==> config.mk <==
export PLATFORM = sky130hd
export DESIGN_NAME = rom_fetch_ctrl
export DESIGN_NICKNAME = d
export VERILOG_FILES = /design/src/rtl/rom_fetch_ctrl.sv
export SDC_FILE = /design/constraint.sdc
export NUM_CORES = 1
export LEC_CHECK = 0
export CORE_UTILIZATION = 33
export DETAILED_ROUTE_END_ITERATION = 6
export SLEW_MARGIN = 25
export SYNTH_ARGS = -nofsm -noshare
export SYNTH_HDL_FRONTEND = slang
export SYNTH_SLANG_ARGS = --single-unit
==> constraint.sdc <==
create_clock -name i_clk -period 1.75 [get_ports i_clk]
set_clock_uncertainty 0.05 [all_clocks]
set_input_delay 0.175 -clock i_clk [delete_from_list [all_inputs] [get_ports i_clk]]
set_output_delay 0.175 -clock i_clk [all_outputs]
set_load 0.02 [all_outputs]
==> src/rtl/rom_fetch_ctrl.sv <==
// Instruction fetch sequencer for a synchronous ROM: fetch, capture, hold for the consumer.
// Optional halt-opcode detection is enabled by defining ROM_FETCH_HALT_DETECT_EN.
module rom_fetch_ctrl #(
    parameter int unsigned ADDR_W = 4,
    parameter int unsigned DATA_W = 8
) (
    input  logic              i_clk,
    input  logic              i_rst_n,
    input  logic              i_run,
    input  logic              i_jump,
    input  logic [ADDR_W-1:0] i_jump_addr,
    input  logic              i_instr_ready,
    output logic [DATA_W-1:0] o_instr,
    output logic              o_instr_valid,
    output logic [ADDR_W-1:0] o_pc,
    output logic              o_halted,
    output logic              o_rom_enable,
    output logic [ADDR_W-1:0] o_rom_addr,
    input  logic [DATA_W-1:0] i_rom_instr
);

    localparam int unsigned OPC_W = 4;

    typedef enum logic [2:0] {
        ST_IDLE    = 3'd0,
        ST_FETCH   = 3'd1,
        ST_CAPTURE = 3'd2,
        ST_HOLD    = 3'd3,
        ST_HALT    = 3'd4
    } state_t;

    state_t            state_q, state_d;
    logic [ADDR_W-1:0] pc_q, pc_d;
    logic [ADDR_W-1:0] rom_addr_q, rom_addr_d;
    logic [DATA_W-1:0] instr_q, instr_d;
    logic              valid_q, valid_d;
    logic              rom_en_q, rom_en_d;
    logic              is_halt_c;

`ifdef ROM_FETCH_HALT_DETECT_EN
    logic              halted_q, halted_d;

    assign is_halt_c = (instr_q[DATA_W-1 -: OPC_W] == {OPC_W{1'b1}});
    assign o_halted  = halted_q;
`else
    assign is_halt_c = 1'b0;
    assign o_halted  = 1'b0;
`endif

    // Next-state and next-output decode
    always_comb begin
        state_d    = state_q;
        pc_d       = pc_q;
        rom_addr_d = rom_addr_q;
        instr_d    = instr_q;
        valid_d    = valid_q;
        rom_en_d   = 1'b0;
`ifdef ROM_FETCH_HALT_DETECT_EN
        halted_d   = halted_q;
`endif

        case (state_q)
            ST_IDLE: begin
                if (i_jump) begin
                    pc_d = i_jump_addr;
                end
                if (i_run) begin
                    state_d = ST_FETCH;
                end
            end

            ST_FETCH: begin
                state_d = ST_CAPTURE;
            end

            ST_CAPTURE: begin
                instr_d = i_rom_instr;
                valid_d = 1'b1;
                pc_d    = pc_q + ADDR_W'(1);
                state_d = ST_HOLD;
            end

            ST_HOLD: begin
                if (i_instr_ready) begin
                    valid_d = 1'b0;
                    // A jump on the handshake overrides halt detection
                    if (i_jump) begin
                        pc_d    = i_jump_addr;
                        state_d = i_run ? ST_FETCH : ST_IDLE;
                    end else if (is_halt_c) begin
                        state_d = ST_HALT;
`ifdef ROM_FETCH_HALT_DETECT_EN
                        halted_d = 1'b1;
`endif
                    end else begin
                        state_d = i_run ? ST_FETCH : ST_IDLE;
                    end
                end
            end

            ST_HALT: begin
                if (i_jump) begin
                    pc_d    = i_jump_addr;
                    state_d = ST_IDLE;
`ifdef ROM_FETCH_HALT_DETECT_EN
                    halted_d = 1'b0;
`endif
                end
            end

            default: begin
                state_d = ST_IDLE;
            end
        endcase

        // ROM strobe is registered, so it is raised on entry into FETCH
        if (state_d == ST_FETCH) begin
            rom_en_d   = 1'b1;
            rom_addr_d = pc_d;
        end
    end

    // State and registered outputs
    always_ff @(posedge i_clk or negedge i_rst_n) begin
        if (!i_rst_n) begin
            state_q    <= ST_IDLE;
            pc_q       <= '0;
            rom_addr_q <= '0;
            instr_q    <= '0;
            valid_q    <= 1'b0;
            rom_en_q   <= 1'b0;
`ifdef ROM_FETCH_HALT_DETECT_EN
            halted_q   <= 1'b0;
`endif
        end else begin
            state_q    <= state_d;
            pc_q       <= pc_d;
            rom_addr_q <= rom_addr_d;
            instr_q    <= instr_d;
            valid_q    <= valid_d;
            rom_en_q   <= rom_en_d;
`ifdef ROM_FETCH_HALT_DETECT_EN
            halted_q   <= halted_d;
`endif
        end
    end

    assign o_pc          = pc_q;
    assign o_rom_addr    = rom_addr_q;
    assign o_rom_enable  = rom_en_q;
    assign o_instr       = instr_q;
    assign o_instr_valid = valid_q;

endmodule
======== Yosys cells after proc, flatten, opt, wreduce, memory -nomap -nowiden ========
Cells that the tools add are included.
word-level totals
  output and inout port bits .............. 19
  flip-flop bits (word level) ............. 21
operators by class
  $add $sub $neg .......................... 1
  multiplexer cells ....................... 11
  reductions and logical operators ........ 4
  equality and inequality tests ........... 6
operators by type and width
  kind                                                                   number
  3-bit one-hot mux with 5 select lines                                  1
  4-bit one-hot mux with 3 select lines                                  1
  3-bit 2-to-1 mux                                                       3
  4-bit 2-to-1 mux                                                       2
  3-bit by 1-bit equality test with 1-bit output, second input constant  2
  3-bit by 2-bit equality test with 1-bit output, second input constant  2
  4-bit by 1-bit adder with 4-bit output, second input constant          1
  3-bit equality test, second input constant                             1
  3-bit logical NOT                                                      1
  1-bit 2-to-1 mux                                                       3
  2-bit != test, second input constant                                   1
  1-bit one-hot mux with 2 select lines                                  1
  2-bit AND reduction                                                    1
  2-bit nonzero test                                                     1
  2-bit OR reduction                                                     1

======== Depth between registers and ports, before layout ========
  word-level depth ........................ 5
  depth in mapped cells ................... 6
  mapped depth without buffers ............ 5

======== Worst setup path after synthesis ========
No wires, ideal clock.
  path type ............................... register to register
  start ................................... reg state_q[1]
  end ..................................... reg rom_addr_q[0], in the netlist o_rom_addr[0]
  buffers on the path ..................... 0
  required time ........................... 1575 ps
  setup slack ............................. 163 ps
  period minus slack after synthesis ...... 1587 ps
  stages on the path, launching flop included .. 5
  library setup time ...................... 125 ps
  arrival ................................. 1412 ps
  cell sequence ........................... dfrtp_1 -> nor2_1 -> nor3_2 -> nor4_4 -> mux2_4
between the ends
  cells in the longest elaborated chain, start to end .. 3
  elaborated cells on any way between the ends .. 12
RTL lines
  what                                               RTL line  text
  start: declaration                                 32        state_t state_q, state_d;
  start signal: assignment                           136       state_q <= state_d;
  3-bit equality test, or another cell as far along  62        case (state_q)
  3-bit one-hot mux with 5 select lines *            62
  net state_d[1]                                     32
  3-bit by 1-bit equality test with 1-bit output *   117       if (state_d == ST_FETCH) begin
  end signal: assignment                             138       rom_addr_q <= rom_addr_d;
  end: declaration                                   34        logic [ADDR_W-1:0] rom_addr_q, rom_addr_d;
The timed path passes the listed nets; every way through them passes the cells marked *.
A chain may end at the register's enable or synchronous reset.

======== Final worst setup path ========
  start ................................... reg state_q[0]
  end ..................................... reg rom_addr_q[2], in the netlist o_rom_addr[2]
between the ends
  cells in the longest elaborated chain, start to end .. 3
  elaborated cells on any way between the ends .. 12
RTL lines
  what                                               RTL line
  3-bit equality test, or another cell as far along  62
  3-bit one-hot mux with 5 select lines *            62
  net state_d[1]                                     32
  3-bit by 1-bit equality test with 1-bit output *   117
Marks and branches as above.

==> summary.md <==
| Metric | Value |
|---|---|
| Final worst slack | 0.0987 ns |
| Synthesized area | approximately 0.0010 mm^2 |
| Unrepaired setup endpoints after global routing | false |
| Cell variety after synth | 36 |
| Wire per inst | approximately 14 um |
| Critical path depth | 5 |
| Max_cap viols | 0 |
| ANT nets after route | 0 |
| FF-to-FF Start | state_q[0] |
| # rows | 19 |
| Fraction of final layout cells sized beyond drive strength 1 | between 20% and 30% |
| Iter 0 DRT Violations | 18 |
| Fillcell total | roughly 260 |
| FF-to-FF setup slack | 0.1 ns |
| Worst Path Arrival | 1.79 ns |
| Register area share after synthesis | between 50% and 60% |
| EDFF count, synth | 0 |
| Initial antenna violation count | 0 |
| Max Fclk | between 0.6 and 0.7 GHz |
| Clock share of power | under 10% |
| Mapped Cells | about 80 |
| CTS tree | built |
| Crit path time final | roughly 1.7 ns |
| DR DRC count | 4 |
| H-tree depth | 1 |
| DIE AREA | around 0.0033 mm^2 |
| GPL Wtd Cong | between 0.7 and 0.8 |
| Worst IR Drop VDD | approximately 0.83 mV |
| Syn Nets | 100 |
| CTS sink cnt | 21 |
| Pre-CTS setup slack | -0.124 ns |
| CP top delay family | flip-flops |
| Synth top area cells | dfrtp_1 (51%), mux2_2 (8.7%), mux2_4 (5.8%), o211ai_1 (3.6%), nor4_4 (2.1%) |
| Avg Synthesized Cell Area | about 13 um^2 |
| CP max stage delay | 0.50 ns |
| Seq pwr share | about a third |
| Reg clk slew, reported paths | between 0.1 and 0.15 ns |
| Final setup violating endpoints | 0 |
| PD cells | ~1900 mW/mm^2 |
| Static Leak | ~0.63 nW |
| Core ar. | 0.00285 mm^2 |
| Leading area contributor after synthesis | dfrtp_1 |
| Cts bufs inserted | 3 |
| Startpoint class of the critical path | flip-flop |
| Crit path kind | flip-flop to flip-flop |
| Final hold violation count | 0 |
| Post-Route M1 WL | between 900 and 1000 um |
| Hold WC Path Type | primary input to async pin |
| # port buffers | 34 |
| Crit path capture type | flip-flop |
| Root Buffer | clkbuf_4 |
| Cell Chain, Critical Path | and3_1 > nor3_2 > nor4_4 > buf_4 > mux2_4 |
| Die Ht | 57.9 um |
| Vias/cell | just over 5 |
| Async SR Flop Fraction | 100% |
| Yosys warnings | 0 |
| Pin count of the biggest net entering global routing | 22 |
| Initial core utilization | between 30% and 40% |
| Sw frac | between 30 and 40% |
| Max-slew violations | 0 |
| P_int | 1.71 mW |
| Metal3 WL | around 180 um |
| Yosys reg bits | 21 |
| Crit path required time | around 1.9 ns |
| Slowest CP cell | dfrtp_1 |
| Clock Latency Late Sink | between 0.2 and 0.3 ns |
| GRT overflow | 0 |
| First-pass GRT wire length | about 3700 um |
| Sw Pwr | ~1.0 mW |
| Logic pwr share | between 50 and 60% |
| Run status | finished, violations left |
| Hpwl dp | roughly 1600 um |
| Buffers & Inverters on Critical Path | 1 |
| Crit path max fanout | 9 |
| I/O pin total | 36 |
| Antenna diode count | 0 |
| Worst R2R Path Depth | 5 |
| NumNets Final | roughly 140 |
| Hold WS | ~0.16 ns |
| Highest routed layer | met4 |
| Number of global-route vias before repair | ~800 |
| Failing checks | design-rule violations |
| Top_reg_cell synth | dfrtp_1 |
| Maximum clock insertion buffer count | 2 |
| Area grow syn2layout | 44.1% |
| Total Routing Usage GR | around 14% |
| Hold-fix buffers, CTS | 0 |
| Met2 wire len | around 1000 um |
| First-pass DRT Iterations | 6 |
| Final WL | 2210 um |
| Die W | about 58 um |
| Area share of the largest cell type after synthesis | 51.0% |
| Reg-to-Reg End | o_rom_addr[2] |
| Crit share post-route | a little over nine tenths |
| Via count | 807 |
[cell families after synthesis]
logic type      synth area share, %
mux                            15.6
other cells                   0.364
flops                          51.0
buf+inv                        3.77
xor+xnor                      0.851
simple gates                   14.8
fa+ha+maj                      1.21
compound gates                 12.4
[per-stage QoR]
stage	setup TNS [ns]	area [um^2]	std cells	power (mW)	utilization, %
global route	0	1480	156	2.96	52.0
finish	0	1480	156	2.76	52.0
global placement	-0.454	1460	152	2.54	51.1
detailed placement	-0.459	1460	152	2.55	51.1
floorplan	0	1030	82	1.85	-
CTS	0	1480	156	2.79	52.0
[layout make-up]
class                           count  area [um^2]  area share (%)
Clock buffer                        4         26.3            1.77
Timing Repair Buffer               45          423            28.5
Inverter                            1         3.75           0.253
Tap cell                           31         38.8            2.61
Sequential cell                    21          527            35.5
Multi-Input combinational cell     54          465            31.4
[flip-flops by register name (all words and copies together) (netlist names)]
| name | flops |
|---|---|
| o_rom_enable | 1 |
| o_instr_valid | 1 |
| state_q | 3 |
| o_pc | 4 |
| o_instr | 8 |
| o_rom_addr | 4 |
[synthesized netlist by cell type, types with 2 or more instances]
master,number
dfrtp_1,21
nand2_1,3
buf_2,4
a21oi_1,2
nor2b_1,2
nand3_1,3
nor4b_1,2
nor2_1,2
mux2_2,8
buf_4,2
o211ai_1,5
mux2_4,4
[worst max path at each step]
stage	from	to	slack, ns
finish	state_q[0]	o_rom_addr[2]	0.1
global route	state_q[0]	o_rom_addr[2]	0.01
CTS	state_q[1]	o_rom_addr[2]	0.04
detailed placement	i_jump	o_rom_addr[0]	-0.12
global placement	i_jump	o_rom_addr[0]	-0.12
floorplan	state_q[1]	o_rom_addr[0]	0.16
[cells in the final DEF, fill, tap and decap left out, types with 2 or more instances in the layout]
cell	synthesis	final
a21oi_1	2	2
clkdlybuf4s50_1	0	34
nor2b_1	2	2
mux2_4	4	4
nand3_1	3	3
nor4b_1	2	2
mux2_2	8	8
o211ai_1	5	5
clkbuf_4	0	3
dfrtp_1	21	20
nor2_1	2	2
nand2_1	3	3
buf_4	2	11
[worst register-to-register path: stages, from the launching register on]
cell     delay, ns
dfrtp_1       0.50
and3_1        0.22
nor3_2        0.06
nor4_4        0.21
buf_4         0.20
mux2_4        0.31
[power by group through the flow]
stage / clock (mW) / sequential [mW] / combinational, mW
6_report: 0.226 / 0.905 / 1.63
3_3_place_gp: 0 / 0.909 / 1.63
3_5_place_dp: 0 / 0.910 / 1.64
2_1_floorplan: 0 / 1.14 / 0.711
4_1_cts: 0.239 / 0.905 / 1.65
5_1_grt: 0.265 / 0.939 / 1.76
[layer usage]
layer / GRT usage (%) / up-vias
met5: 0 / -
met4: 5.10 / 0
met3: 5.13 / 2
met2: 22.7 / 28
met1: 18.5 / 387
li1: - / 390
[what timing repair did]
item                       4_1_cts  5_1_grt
gates resized for setup          0        1
setup endpoints to repair        0        4
buffers inserted                 0        0
No activity file was read; power rests on OpenSTA's default activity.
